$ cat src/rtl/m_stage.sv
// Memory stage: E/M registers in, load/store over a req/ack bus, aligned load data and M/W registers out.
// Latency 1 cycle for non-mem ops and zero-wait accesses, N+1 with N wait states; stall freezes upstream while waiting.
module m_stage #(
    parameter int unsigned TIMEOUT = 255
) (
    input  logic        clk,
    input  logic        rst,
    input  logic [31:0] alu_result,
    input  logic [31:0] write_data,
    input  logic [31:0] pc,
    input  logic [6:0]  m_con_in,
    input  logic [5:0]  w_con_in,
    input  logic [4:0]  em_rs2,
    output logic        dmem_req,
    output logic        dmem_we,
    output logic [31:0] dmem_addr,
    output logic [31:0] dmem_wdata,
    output logic [3:0]  dmem_be,
    input  logic        dmem_ack,
    input  logic [31:0] dmem_rdata,
    output logic        stall,
    output logic        em_regfile_we,
    output logic [4:0]  em_rd,
    output logic [31:0] em_data,
    output logic        mw_regfile_we,
    output logic [4:0]  mw_rd,
    output logic [31:0] mw_data,
    output logic        misaligned,
    output logic        bus_err,
    output logic [31:0] err_pc
);

    localparam logic [7:0] TO = 8'(TIMEOUT);

    typedef enum logic {IDLE, WAIT} state_t;

    state_t      state_q, state_d;
    logic [7:0]  cnt_q, cnt_d;
    logic [31:0] sd_q, sd_d;
    logic        mw_we_q, mw_we_d;
    logic [4:0]  mw_rd_q, mw_rd_d;
    logic [31:0] mw_data_q, mw_data_d;
    logic        misaligned_q, misaligned_d;
    logic        bus_err_q, bus_err_d;
    logic [31:0] err_pc_q, err_pc_d;

    logic [1:0]  size;
    logic        is_unsigned, is_load, is_store, mem_op, misalign;
    logic [31:0] sd_fwd, sd, rdata_sh, load_val;
    logic        req_raw, stall_raw, abort;

    wire unused_mcon = &{1'b0, m_con_in[6:5]};

    assign size        = m_con_in[1:0];
    assign is_unsigned = m_con_in[2];
    assign is_load     = m_con_in[3];
    assign is_store    = m_con_in[4];
    assign mem_op      = is_load | is_store;
    assign misalign    = mem_op && ((size == 2'b01 && alu_result[0]) ||
                                    (size[1] && alu_result[1:0] != 2'b00));

    assign em_regfile_we = w_con_in[5];
    assign em_rd         = w_con_in[4:0];
    assign em_data       = alu_result;

    // Store data is latched on entry to WAIT: the bubble written into M/W would otherwise kill the forward.
    assign sd_fwd = (mw_we_q && mw_rd_q != 5'd0 && mw_rd_q == em_rs2) ? mw_data_q : write_data;
    assign sd     = (state_q == WAIT) ? sd_q : sd_fwd;

    assign dmem_addr = {alu_result[31:2], 2'b00};
    assign dmem_we   = is_store && dmem_req;

    always_comb begin
        dmem_wdata = sd;
        dmem_be    = 4'b1111;
        if (is_store) begin
            case (size)
                2'b00: begin
                    dmem_wdata = {4{sd[7:0]}};
                    dmem_be    = 4'b0001 << alu_result[1:0];
                end
                2'b01: begin
                    dmem_wdata = {2{sd[15:0]}};
                    dmem_be    = alu_result[1] ? 4'b1100 : 4'b0011;
                end
                default: begin
                    dmem_wdata = sd;
                    dmem_be    = 4'b1111;
                end
            endcase
        end
    end

    assign rdata_sh = dmem_rdata >> {alu_result[1:0], 3'b000};

    always_comb begin
        case (size)
            2'b00:   load_val = is_unsigned ? {24'd0, rdata_sh[7:0]}
                                            : {{24{rdata_sh[7]}}, rdata_sh[7:0]};
            2'b01:   load_val = is_unsigned ? {16'd0, rdata_sh[15:0]}
                                            : {{16{rdata_sh[15]}}, rdata_sh[15:0]};
            default: load_val = rdata_sh;
        endcase
    end

    always_ff @(posedge clk or posedge rst) begin
        if (rst) begin
            state_q <= IDLE;
            cnt_q   <= 8'd0;
        end else begin
            state_q <= state_d;
            cnt_q   <= cnt_d;
        end
    end

    always_comb begin
        state_d = state_q;
        cnt_d   = cnt_q;
        case (state_q)
            IDLE: begin
                if (mem_op && !misalign && !dmem_ack) begin
                    state_d = WAIT;
                    cnt_d   = 8'd1;
                end
            end
            WAIT: begin
                if (dmem_ack || cnt_q == TO) begin
                    state_d = IDLE;
                    cnt_d   = 8'd0;
                end else begin
                    cnt_d = 8'(cnt_q + 8'd1);
                end
            end
            default: begin
                state_d = IDLE;
                cnt_d   = 8'd0;
            end
        endcase
    end

    always_comb begin
        req_raw   = 1'b0;
        stall_raw = 1'b0;
        abort     = 1'b0;
        case (state_q)
            IDLE: begin
                req_raw   = mem_op && !misalign;
                stall_raw = mem_op && !misalign && !dmem_ack;
            end
            WAIT: begin
                req_raw   = 1'b1;
                stall_raw = !dmem_ack && cnt_q != TO;
                abort     = !dmem_ack && cnt_q == TO;
            end
            default: ;
        endcase
        dmem_req = req_raw && !rst;
        stall    = stall_raw && !rst;
    end

    always_comb begin
        mw_we_d      = mw_we_q;
        mw_rd_d      = mw_rd_q;
        mw_data_d    = mw_data_q;
        misaligned_d = 1'b0;
        bus_err_d    = 1'b0;
        err_pc_d     = err_pc_q;
        sd_d         = (state_q == IDLE) ? sd_fwd : sd_q;
        if (state_q == IDLE && misalign) begin
            mw_we_d      = 1'b0;
            misaligned_d = 1'b1;
            err_pc_d     = pc;
        end else if (abort) begin
            mw_we_d   = 1'b0;
            bus_err_d = 1'b1;
            err_pc_d  = pc;
        end else if (stall_raw) begin
            mw_we_d = 1'b0;
        end else begin
            mw_we_d   = w_con_in[5];
            mw_rd_d   = w_con_in[4:0];
            mw_data_d = is_load ? load_val : alu_result;
        end
    end

    always_ff @(posedge clk or posedge rst) begin
        if (rst) begin
            sd_q         <= 32'd0;
            mw_we_q      <= 1'b0;
            mw_rd_q      <= 5'd0;
            mw_data_q    <= 32'd0;
            misaligned_q <= 1'b0;
            bus_err_q    <= 1'b0;
            err_pc_q     <= 32'd0;
        end else begin
            sd_q         <= sd_d;
            mw_we_q      <= mw_we_d;
            mw_rd_q      <= mw_rd_d;
            mw_data_q    <= mw_data_d;
            misaligned_q <= misaligned_d;
            bus_err_q    <= bus_err_d;
            err_pc_q     <= err_pc_d;
        end
    end

    assign mw_regfile_we = mw_we_q;
    assign mw_rd         = mw_rd_q;
    assign mw_data       = mw_data_q;
    assign misaligned    = misaligned_q;
    assign bus_err       = bus_err_q;
    assign err_pc        = err_pc_q;

endmodule

$ cat config.mk
export PLATFORM = sky130hd
export DESIGN_NAME = m_stage
export DESIGN_NICKNAME = d
export VERILOG_FILES = /design/src/rtl/m_stage.sv
export SDC_FILE = /design/constraint.sdc
export NUM_CORES = 1
export LEC_CHECK = 0
export BUFFER_PORTS_ARGS = -buffer_cell sky130_fd_sc_hd__buf_2
export CAP_MARGIN = 20
export CORE_AREA = 2 2 128 130
export CTS_CLUSTER_SIZE = 16
export DETAILED_ROUTE_END_ITERATION = 8
export DIE_AREA = 0 0 130 132
export GPL_TIMING_DRIVEN = 1
export PLACE_DENSITY = 0.77
export SLEW_MARGIN = 20
export SYNTH_ARGS = -nofsm -noshare
export SYNTH_HDL_FRONTEND = slang
export SYNTH_SLANG_ARGS = --single-unit
$ cat constraint.sdc
create_clock -name clk -period 10.37 [get_ports clk]
set_input_delay 1.037 -clock clk [delete_from_list [all_inputs] [get_ports clk]]
set_output_delay 1.037 -clock clk [all_outputs]
set_load 0.03 [all_outputs]
==> run summary <==
DR vias/cell -> 5.462
Post-DRT Antenna Nets -> 0
aggregate global routing overflow -> 0
RSZ-0062 raised after global routing -> no
most frequent cells in the layout -> buf_2, dfrtp_1, nand2_1
Hold Path Depth -> 1
nets@finish -> 1151
post-synth cell types -> 52
IO buf count -> 325
complex-gate fraction of the synthesized area -> 20.61%
Setup TNS Final -> 0 ns
asr flop ratio synth -> 100.0%
CTS clk-pin slew, worst paths -> 0.05 ns
die boundary height -> 132 um
mux contribution to synthesized area -> 10.09%
worst path required time -> 9.33 ns
Slew Limit Fails -> 0
area of the multi-input gates -> 0.003174 mm2
startpoint class of the critical path -> flop
Max Cap Viol -> 0
Post-synth EDFFs -> 0
area share of and/or/nand/nor cells after synthesis -> 13.89%
largest family of logic cells by synthesized area -> compound AO/OA/AOI/OAI gates
commonest non-fill, non-tap cell in the layout -> buf_2
area leader, netlist -> dfrtp_1
via count -> 6729
outcome -> complete, no violations
CTS max path bufs -> 2
Setup Skew -> 0.005198 ns
initial antenna violation count -> 2
CP Launch Point -> state_q$_DFF_PP0_
YS warnings -> 0
post-CTS repair timing setup buffer count -> 0
post-synthesis sequential area ratio -> 40.57%
peak supply drop -> 0.1185 mV
drc violations -> 0
Final min period -> 4.545 ns
first-pass GRT wire length -> 34430 um
f_max -> 220.0 MHz
WP data arrival -> 3.51 ns
clk sinks -> 113
post-CTS sizing -> 0
Mean Syn Cell Area -> 8.959 um2
I/O pin cnt -> 330
Final HPWL DP -> 17760 um
CTS buffer count -> 17
Setup CP Type -> reg2out
power density cells -> 195.4 mW/mm2
Die ar. -> 0.01716 mm2
Final setup viols -> 0
Mapped Cells -> 778
reg2reg start -> state_q$_DFF_PP0_
DR WL/cell -> 18.81 um
Tightest Pin Transition -> 0.9581 ns
overall global routing resource usage -> 26.40%
path category of the worst min-delay check -> reg2reg
Fin. Hold Viols -> 0
Iter 0 DRT Violations -> 366
Die W -> 130 um
post-synthesis adder-cell area fraction -> 0.1795%
Leakage -> 4.282 nW
global placer's final weighted congestion -> 0.9069
leading post-synthesis cells by cell area -> dfrtp_1, buf_4, mux2_2
clk root buf -> clkbuf_16
count of state elements after synthesis -> 113
Post-Route WL -> 23180 um
number of global-route vias before repair -> 6275
commonest register cell after synthesis -> dfrtp_1
Post-Synth XOR/XNOR Area -> 0.5026%
Reg2Reg Depth -> 6
register area -> 0.002829 mm2
core area -> 0.01571 mm2
Tcrit/Tclk final -> 43.83%
CTS tree -> yes
initial core utilization -> 44.36%
Area growth syn-to-layout -> 26.03%
Critical Path End Type -> output pin
Clock Latency Late Sink -> 0.41 ns
CP Max Fanout -> 78
post-synth top area share -> 40.57%
site row count -> 46
headroom to the max-slew limit -> 36.12%
Placed Area -> 0.008158 mm2
CTS H-tree lvls -> 4
Post-Syn Area -> 0.006970 mm2
final instance area -> 0.008785 mm2
Detailed Routing Iterations Pass 1 -> 7
share of post-route cells with drive strength above 1 -> 41.32%
largest net degree at the start of global routing -> 79
cts hold-fix bufs -> 0
filler instances -> 1462
hold_sp -> cnt_q[7]$_DFFE_PP0P_
## worst max-delay path, cell delays in order, from the launching register on
cell	delay [ns]
dfrtp_2	0.35
buf_4	0.59
clkinv_1	0.45
buf_4	0.35
nand2_1	0.11
o21ai_0	0.10
o31ai_1	0.68
o21ai_0	0.19
buf_2	0.23
## power breakdown
| group | total [W] | internal (W) | switching [W] |
|---|---|---|---|
| sequential | 0.000560 | 0.000513 | 0.0000461 |
| clock | 0.000606 | 0.000397 | 0.000209 |
| combinational | 0.000552 | 0.000169 | 0.000383 |
| total | 0.00172 | 0.00108 | 0.000638 |
## registers in the layout, summed over array words and instances, names as in the netlist
| signal | flops |
|---|---|
| err_pc | 32 |
| mw_data | 32 |
| sd_q | 32 |
| cnt_q | 8 |
| mw_rd | 5 |
| bus_err | 1 |
| misaligned | 1 |
| mw_regfile_we | 1 |
| state_q | 1 |
## cells in the mapped netlist (all sizes together), types with 3 or more instances
| cell type | number |
|---|---|
| o21ai | 70 |
| a21oi | 24 |
| nor4 | 9 |
| nand2b | 12 |
| and2 | 4 |
| and3 | 11 |
| nand2 | 103 |
| xnor2 | 3 |
| mux2i | 14 |
| mux2 | 48 |
| clkbuf | 39 |
| o31ai | 18 |
| nor3 | 9 |
| o311a | 9 |
| a211oi | 9 |
| a311o | 8 |
| o22ai | 10 |
| nand3 | 5 |
| buf | 94 |
| inv | 43 |
| a31oi | 9 |
| dfrtp | 113 |
| and4 | 7 |
| o311ai | 23 |
| nor2 | 27 |
| nor2b | 12 |
| o211ai | 8 |
| o2bb2ai | 16 |
## per-layer routing
layer / global-route usage [%] / part of all wire [%]
met5: 0 / 0
met1: 32.86 / 40
met4: 12.37 / 3.5
met3: 4.180 / 7.2
met2: 44.50 / 50
## final cells by class
class                           instances  area share (%)
Tap cell                              216           3.076
Timing Repair Buffer                  336           19.50
Multi-Input combinational cell        488           36.13
Sequential cell                       113           32.20
Clock inverter                         12           1.766
Antenna cell                            2         0.05697
Inverter                               45           1.951
Clock buffer                           20           5.313
## metrics by stage
step / instances / hold slack [ns] / setup slack, ns / util [%] / total power [W]
after detailed placement: 1198 / 0.4696 / 5.899 / 51.92 / 0.001119
after floorplan: 779 / 0.4450 / 5.415 / - / 0.0009502
after global placement: 1197 / 0.4685 / 5.455 / 51.85 / 0.001109
after CTS: 1230 / 0.4819 / 5.879 / 55.88 / 0.001730
after global routing: 1232 / 0.5066 / 5.646 / 55.91 / 0.001794
final: 1232 / 0.4853 / 5.825 / 55.91 / 0.001717
## path summary, 6_finish.rpt
| check | slack, ns | end |
|---|---|---|
| min | 0.49 | cnt_q[7]$_DFFE_PP0P_ |
| max in group asynchronous | 8.33 | state_q$_DFF_PP0_ |
| max | 5.82 | dmem_wdata[12] |
| min in group asynchronous | 0.68 | err_pc[21]$_DFFE_PP0P_ |
| min reg2reg | 0.49 | cnt_q[7]$_DFFE_PP0P_ |
| max reg2reg | 7.39 | mw_data[6]$_DFFE_PP0P_ |
## cell families (layout without fill, tap and decap cells)
family	Yosys count	count (layout)
xor+xnor	4	4
fa+ha+maj	1	1
compound gates	212	212
other cells	1	4
flops	113	113
mux	63	63
buf+inv	178	413
simple gates	206	206
(Power assumes the default switching activity.)
